`src/rtl/count_sequencer.sv`:
```
// count_sequencer: command-driven front end for an 8-bit up counter with load.
// Takes {start, len, div} over valid/ready, loads the counter with start, then
// issues exactly len increment enables, one every div+1 un-paused cycles.
// Supports pause (freezes the prescaler) and abort (one-cycle counter clear).
//
// state  | meaning
// -------+-----------------------------------------------------------
// IDLE   | waiting for a command, cmd_ready high
// LOAD   | one cycle, cnt_load high with the captured start value
// RUN    | prescaled increment issue until remaining reaches zero
// DONE   | one-cycle done pulse
// CLR    | one-cycle cnt_clr pulse after an abort, no done
module count_sequencer #(
  parameter int WIDTH = 8,
  parameter int DIV_W = 4
) (
  input  logic             clk,
  input  logic             reset,
  input  logic             cmd_valid,
  output logic             cmd_ready,
  input  logic [WIDTH-1:0] cmd_start,
  input  logic [WIDTH-1:0] cmd_len,
  input  logic [DIV_W-1:0] cmd_div,
  input  logic             pause,
  input  logic             abort,
  output logic             cnt_load,
  output logic [WIDTH-1:0] cnt_data,
  output logic             cnt_enable,
  output logic             cnt_clr,
  output logic             busy,
  output logic [WIDTH-1:0] remaining,
  output logic             done
);

  typedef enum logic [2:0] {
    S_IDLE = 3'd0,
    S_LOAD = 3'd1,
    S_RUN  = 3'd2,
    S_DONE = 3'd3,
    S_CLR  = 3'd4
  } state_t;

  state_t           state_q;
  logic [WIDTH-1:0] start_q;
  logic [WIDTH-1:0] len_q;
  logic [DIV_W-1:0] div_q;
  logic [DIV_W-1:0] pre_q;
  logic [WIDTH-1:0] rem_q;
  logic             load_q;
  logic             clr_q;
  logic             done_q;
  logic             busy_q;
  logic             en_d;

  // Increment enable is the one combinational output: pause and abort must
  // suppress it in the same cycle they are raised.
  always_comb begin
    en_d = 1'b0;
    if (state_q == S_RUN) begin
      en_d = (pre_q == '0) && !pause && !abort;
    end
  end

  // Main sequencer: state, captured command fields, prescaler, remaining
  // count and the registered pulse outputs all advance together here.
  always_ff @(posedge clk or negedge reset) begin
    if (!reset) begin
      state_q <= S_IDLE;
      start_q <= '0;
      len_q   <= '0;
      div_q   <= '0;
      pre_q   <= '0;
      rem_q   <= '0;
      load_q  <= 1'b0;
      clr_q   <= 1'b0;
      done_q  <= 1'b0;
      busy_q  <= 1'b0;
    end else begin
      load_q <= 1'b0;
      clr_q  <= 1'b0;
      done_q <= 1'b0;
      case (state_q)
        S_IDLE: begin
          if (cmd_valid) begin
            start_q <= cmd_start;
            len_q   <= cmd_len;
            div_q   <= cmd_div;
            rem_q   <= cmd_len;
            load_q  <= 1'b1;
            busy_q  <= 1'b1;
            state_q <= S_LOAD;
          end
        end
        S_LOAD: begin
          // abort outranks the zero-length shortcut; pause is ignored here
          if (abort) begin
            rem_q   <= '0;
            clr_q   <= 1'b1;
            state_q <= S_CLR;
          end else if (len_q == '0) begin
            done_q  <= 1'b1;
            state_q <= S_DONE;
          end else begin
            pre_q   <= div_q;
            state_q <= S_RUN;
          end
        end
        S_RUN: begin
          if (abort) begin
            rem_q   <= '0;
            clr_q   <= 1'b1;
            state_q <= S_CLR;
          end else if (en_d) begin
            rem_q <= rem_q - 1'b1;
            pre_q <= div_q;
            if (rem_q == WIDTH'(1)) begin
              done_q  <= 1'b1;
              state_q <= S_DONE;
            end
          end else if (!pause) begin
            pre_q <= pre_q - 1'b1;
          end
        end
        S_DONE: begin
          busy_q  <= 1'b0;
          state_q <= S_IDLE;
        end
        S_CLR: begin
          busy_q  <= 1'b0;
          state_q <= S_IDLE;
        end
        default: begin
          busy_q  <= 1'b0;
          state_q <= S_IDLE;
        end
      endcase
    end
  end

  // Ready is gated by reset so every output reads 0 while reset is held.
  assign cmd_ready  = reset && (state_q == S_IDLE);
  assign cnt_load   = load_q;
  assign cnt_data   = start_q;
  assign cnt_enable = en_d;
  assign cnt_clr    = clr_q;
  assign busy       = busy_q;
  assign remaining  = rem_q;
  assign done       = done_q;

endmodule

```
`config.mk`:
```
export PLATFORM = sky130hd
export DESIGN_NAME = count_sequencer
export DESIGN_NICKNAME = d
export VERILOG_FILES = /design/src/rtl/count_sequencer.sv
export SDC_FILE = /design/constraint.sdc
export NUM_CORES = 1
export LEC_CHECK = 0
export ABC_AREA = 1
export BUFFER_PORTS_ARGS = -buffer_cell sky130_fd_sc_hd__buf_4
export CAP_MARGIN = 0
export CORE_ASPECT_RATIO = 0.9
export CORE_MARGIN = 5
export CORE_UTILIZATION = 35
export CTS_CLUSTER_DIAMETER = 200
export DETAILED_ROUTE_END_ITERATION = 10
export GPL_TIMING_DRIVEN = 0
export PLACE_DENSITY_LB_ADDON = 0.1
export RECOVER_POWER = 50
export SLEW_MARGIN = 0
export SYNTH_ARGS = -nofsm -noshare
export SYNTH_HDL_FRONTEND = slang
export SYNTH_SLANG_ARGS = --single-unit
```
`constraint.sdc`:
```
create_clock -name clk -period 1.8 [get_ports clk]
set_input_delay 0 -clock clk [delete_from_list [all_inputs] [get_ports clk]]
set_output_delay 0 -clock clk [all_outputs]
set_load 0.005 [all_outputs]
```
Word level (Yosys, flattened, before mapping)
Index checks and enable logic that the tools add are counted.
{"block": "word_totals", "regBits": 39, "latchBits": 0, "mem_bits_rw": 0, "mem_bits_ro": 0, "inputBits": 25, "output_inout_bits": 22, "elab_cells": 71, "mem_count": 0}
{"block": "op_classes", "add_sub_neg": 2, "mul": 0, "div_mod_pow": 0, "order_cmp": 0, "eq_ne": 11, "shift": 0, "muxes": 31, "n_bitwise": 1, "n_reduce_logical": 16}
{"operator": "8-bit 2-to-1 mux", "count": 4}
{"operator": "8-bit case mux with 3 select lines", "count": 1}
{"operator": "4-bit 2-to-1 mux", "count": 5}
{"operator": "3-bit 2-to-1 mux", "count": 5}
{"operator": "1-bit 2-to-1 mux", "count": 12}
{"operator": "2-bit != test, second input constant", "count": 5}
{"operator": "3-bit case mux with 3 select lines", "count": 1}
{"operator": "8-bit by 1-bit equality test with 1-bit output, second input constant", "count": 1}
{"operator": "8-bit logical NOT", "count": 1}
{"operator": "4-bit case mux with 2 select lines", "count": 1}
{"operator": "8-bit by 1-bit subtractor with 8-bit output, second input constant", "count": 1}
{"operator": "3-bit != test, second input constant", "count": 2}
{"operator": "5-bit AND reduction", "count": 1}
{"operator": "4-bit logical NOT", "count": 1}
{"operator": "1-bit case mux with 2 select lines", "count": 2}
{"operator": "2-bit AND reduction", "count": 2}
{"operator": "4-bit AND reduction", "count": 1}
{"operator": "4-bit by 1-bit subtractor with 4-bit output, second input constant", "count": 1}
{"operator": "3-bit by 1-bit equality test with 1-bit output, second input constant", "count": 1}
{"operator": "3-bit by 2-bit equality test with 1-bit output, second input constant", "count": 1}
{"operator": "1-bit logical AND", "count": 3}
{"operator": "3-bit logical NOT", "count": 1}
{"operator": "3-bit by 2-bit != test with 1-bit output, second input constant", "count": 1}
{"operator": "3-bit AND reduction", "count": 1}
{"operator": "5 further kinds", "count": 6}

Depth between registers and ports, before layout
{"block": "depth", "word_depth": 7, "depth_mapped": 11}

Worst setup path after synthesis
No wires, ideal clock.
{"block": "synth_timing", "kind": "register -> register", "from": "reg pre_q[0]", "to": "reg rem_q[4], in the netlist remaining[4]", "setup_ps": 74, "arrival_time_ps": 1344, "required_ps": 1726, "slack_ps": 382, "stages_incl_launch_ff": 12, "path_buffers": 1, "period_less_slack_ps": 1418, "path_cell_list": "dfrtp_1 > inv_1 > ha_1 > inv_1 > nor2_1 > nand2_1 > nand2_1 > nand2_1 > nor2_2 > buf_6 > nand2_1 > o21ai_2"}
{"block": "synth_between", "elab_chain_len": 6}
{"item": "from (decl)", "line_no": "47", "rtl": "logic [DIV_W-1:0] pre_q;"}
{"item": "from (signal assigned)", "line_no": "104", "rtl": "pre_q <= div_q;"}
{"item": "from (signal assigned)", "line_no": "115", "rtl": "pre_q <= div_q;"}
{"item": "from (signal assigned)", "line_no": "121", "rtl": "pre_q <= pre_q - 1'b1;"}
{"item": "4-bit logical NOT", "line_no": "60", "rtl": "en_d = (pre_q == '0) && !pause && !abort;"}
{"item": "1-bit logical AND (2 in a row)", "line_no": "60"}
{"item": "1-bit 2-to-1 mux", "line_no": "59", "rtl": "if (state_q == S_RUN) begin"}
{"item": "3-bit != test (no line)"}
{"item": "4-bit AND reduction (no line)"}
{"item": "to (signal assigned)", "line_no": "88", "rtl": "rem_q <= cmd_len;"}
{"item": "to (signal assigned)", "line_no": "114", "rtl": "rem_q <= rem_q - 1'b1;"}
{"item": "to (decl)", "line_no": "48", "rtl": "logic [WIDTH-1:0] rem_q;"}
Every way passes these cells.
A chain may end at the register's enable or synchronous reset.

Worst setup path in the final report
{"block": "layout_timing", "from": "reg pre_q[0]", "to": "reg pre_q[0]"}
{"block": "layout_between", "elab_chain_len": 7, "elab_cells_between_ends": 11, "classes_between": "1 x add/sub; 1 x eq/ne; 5 x mux; 4 x reduce/logical"}
{"item": "branches (longest 7 deep; another with 4-bit by 1-bit subtractor with 4-bit output)"}
Parallel ways; which one is timed is not known. The select of a mux whose other input is x is not followed.

==> flow_summary.json <==
{
  "clkTransAtPathRegs_ps": 80,
  "seq_area_um2": 975.9,
  "layout.nets": 379,
  "syn_inst": 276,
  "cts_tree": "done",
  "dp_slack_ps": 153.0,
  "ys_top_cells_by_area": "dfrtp_1 47%, nand2_1 20%, inv_1 6.5%, o21ai_0 4.8%, nand3_1 4.1%",
  "tns_ps": 0,
  "drtPass1Iterations": 4,
  "floorplan.die.width_um": 91.28,
  "finalMaxSlewViolations": 0,
  "overflow": 0,
  "skew_ps": 7.285,
  "status": "finished, final reports clean",
  "cts_buffers": 5,
  "synth_top_area_frac": 0.4690,
  "drive_gt1_frac": 0.2108,
  "vias": 1888,
  "ant_nets": 0,
  "hpwl_um": 3615,
  "multi_input_area_um2": 903.4,
  "fmax_ghz": 0.6110,
  "max_slew.worst_pin.slew_ps": 511.7,
  "antenna_found_initial": 0,
  "yosys_warnings": 0,
  "start_util": 0.3634,
  "fin_crit_ps": 1637,
  "yosys.cell_types.count": 21,
  "worstSkewPairLatency_ps": 290,
  "core_area_mm2": 0.005725,
  "startpoint_type": "flop",
  "io_pins": 47,
  "grt_pass1_wl_um": 8714,
  "crit_path_end_kind": "flop",
  "rows": 26,
  "cts_setup_buffers": 0,
  "clock_path_buffers": 2,
  "hold_violations": 0,
  "path_max_fanout": 4,
  "via_per_inst": 4.485,
  "num_antenna_cells": 0,
  "worstPathRequired_ps": 1960,
  "drv_cap": 0,
  "syn_area_per_cell_um2": 7.539,
  "ys_seq_area_frac": 0.4690,
  "ys_ff_latch": 39,
  "synthToLayoutAreaGrowth_pct": 37.70,
  "routedWlPerCell_um": 11.76,
  "chipHeight_um": 83.15,
  "worst_r2r_path_depth": 9,
  "hold_class": "primary input to flop",
  "die_area_mm2": 0.007589,
  "fin_ws_ps": 163.4,
  "setup_violations": 0,
  "grt_start_max_net_pins": 41,
  "power_density_mw_per_mm2": 1654,
  "min_period_over_period": 0.9092,
  "n_fill_cell": 561,
  "timing.rr.start": "pre_q[0]$_DFFE_PN0P_",
  "r2r_setup_slack_ps": 160,
  "gp_congestion": 0.7769,
  "p_leak_uw": 0.001551,
  "yosysTopAreaCell": "dfrtp_1",
  "min_from": "cmd_len[4]",
  "rsz0062_at_grt": "false",
  "ir_drop_mv": 0.8819,
  "track_usage": 0.1386,
  "drt_iter0_drc": 93,
  "clock_tree.root_cell": "clkbuf_8",
  "drc": 0,
  "crit_type": "flop to flop",
  "syn-num-nets": 305,
  "port_buffers": 46,
  "whs_path_depth": 3,
  "htree_levels": 2,
  "reg2reg_to": "pre_q[0]$_DFFE_PN0P_",
  "wirelength_um": 4951,
  "crit_arrival_ps": 1800,
  "grt_pass1_vias": 1926,
  "netlist_area_mm2": 0.002081,
  "cts.sinks": 39,
  "relSlewSlack": 0.6588,
  "hold_end": "len_q[4]$_DFFE_PN0P_"
}
worst max-delay path, stage by stage (launching register included):
cell,delay (ps)
dfrtp_1,400
inv_1,130
ha_1,180
inv_1,40
nor2_1,70
nand2_1,80
o21ai_0,360
nand2_1,100
nand2_1,80
o21ai_0,70
cell families (layout without fill, tap and decap cells):
| logic type | Yosys count | count (layout) | synth area share |
|---|---|---|---|
| adder cells (fa/ha/maj) | 4 | 4 | 0.02405 |
| AND/OR/NAND/NOR | 158 | 158 | 0.3229 |
| buffers and inverters | 45 | 120 | 0.09922 |
| flip-flops | 39 | 39 | 0.4690 |
| AO/OA/AOI/OAI | 28 | 28 | 0.07637 |
| XOR/XNOR | 2 | 2 | 0.008420 |
report_power, final:
group,internal (uW),switching [uW],leakage [uW],total (uW)
Sequential,1280,261,0.000490,1540
Clock,553,328,0.0000644,881
Combinational,984,1340,0.000997,2320
Total,2810,1930,0.00155,4740
final cells by class:
type,instances,share of cell area
buffer,6,0.02009
multi-input combinational,192,0.3153
clock inverter,3,0.02358
tap,70,0.03057
timing repair buffer,67,0.1939
sequential,39,0.3406
clock buffer,5,0.02402
inverter,39,0.05197
how the worst max path moves through the flow:
| stage | start | end | depth (start not counted) |
|---|---|---|---|
| 2_1_floorplan | pre_q[0]$_DFFE_PN0P_ | remaining[4]$_DFFE_PN0P_ | 11 |
| 3_5_place_dp | pre_q[0]$_DFFE_PN0P_ | pre_q[0]$_DFFE_PN0P_ | 9 |
| 3_3_place_gp | pre_q[0]$_DFFE_PN0P_ | pre_q[3]$_DFFE_PN0P_ | 9 |
| 5_1_grt | pre_q[0]$_DFFE_PN0P_ | pre_q[3]$_DFFE_PN0P_ | 9 |
| 4_1_cts | pre_q[0]$_DFFE_PN0P_ | pre_q[0]$_DFFE_PN0P_ | 9 |
| 6_report | pre_q[0]$_DFFE_PN0P_ | pre_q[0]$_DFFE_PN0P_ | 9 |
cells in the mapped netlist:
cell type  instances
nand2_1          112
dfrtp_1           39
inv_1             36
nor2_1            20
o21ai_0           20
nand3_1           17
o21ai_2            5
buf_6              4
ha_1               4
a21oi_1            3
nor2_4             3
inv_2              2
nand4_1            2
xnor2_1            2
buf_2              1
buf_4              1
inv_4              1
nand2_4            1
nand3b_1           1
nor2_2             1
nor2_8             1
sequential cells by signal, indices dropped and copies added, names as in the netlist:
register   flops
pre_q          4
state_q        3
cnt_data       8
busy           1
cnt_clr        1
remaining      8
len_q          8
cnt_load       1
div_q          4
done           1
cell usage in the layout, fill, tap and decap left out, drive strengths merged:
cell and count:
nand4 2, clkinvlp 1, clkbuf 16, dfrtp 39, xnor2 2, nand2 113
o21ai 25, nand3 17, inv 39, bufinv 2, nand3b 1, ha 4
a21oi 3, buf 41, nor2 25, dlygate4sd3 21
layer usage:
layer | up-vias | GRT usage | share of wire
met1 | 860 | 0.1833 | 0.48
met2 | 33 | 0.2261 | 0.48
li1 | 991 | - | -
met5 | - | 0 | 0
met4 | 0 | 0.03600 | 0.0081
met3 | 4 | 0.03436 | 0.040
stage by stage:
| step | hold slack, ps | cell area (um^2) | total power (uW) | std cells | utilization |
|---|---|---|---|---|---|
| after floorplan | -295.6 | 2081 | 3080 | 276 | - |
| after global placement | 18.35 | 2514 | 3846 | 392 | 0.4390 |
| after global routing | 33.58 | 2865 | 5207 | 421 | 0.5004 |
| final | 8.578 | 2865 | 4739 | 421 | 0.5004 |
| after detailed placement | 19.84 | 2514 | 3860 | 392 | 0.4390 |
| after CTS | 13.56 | 2860 | 4802 | 421 | 0.4996 |
repair_timing:
| action | CTS | global route |
|---|---|---|
| gates resized for setup | 0 | 1 |
| hold buffers | 21 | 0 |
| endpoints found under the hold margin | 59 | 0 |
| setup endpoints to repair | 0 | 1 |
No activity file was read; power rests on OpenSTA's default activity.
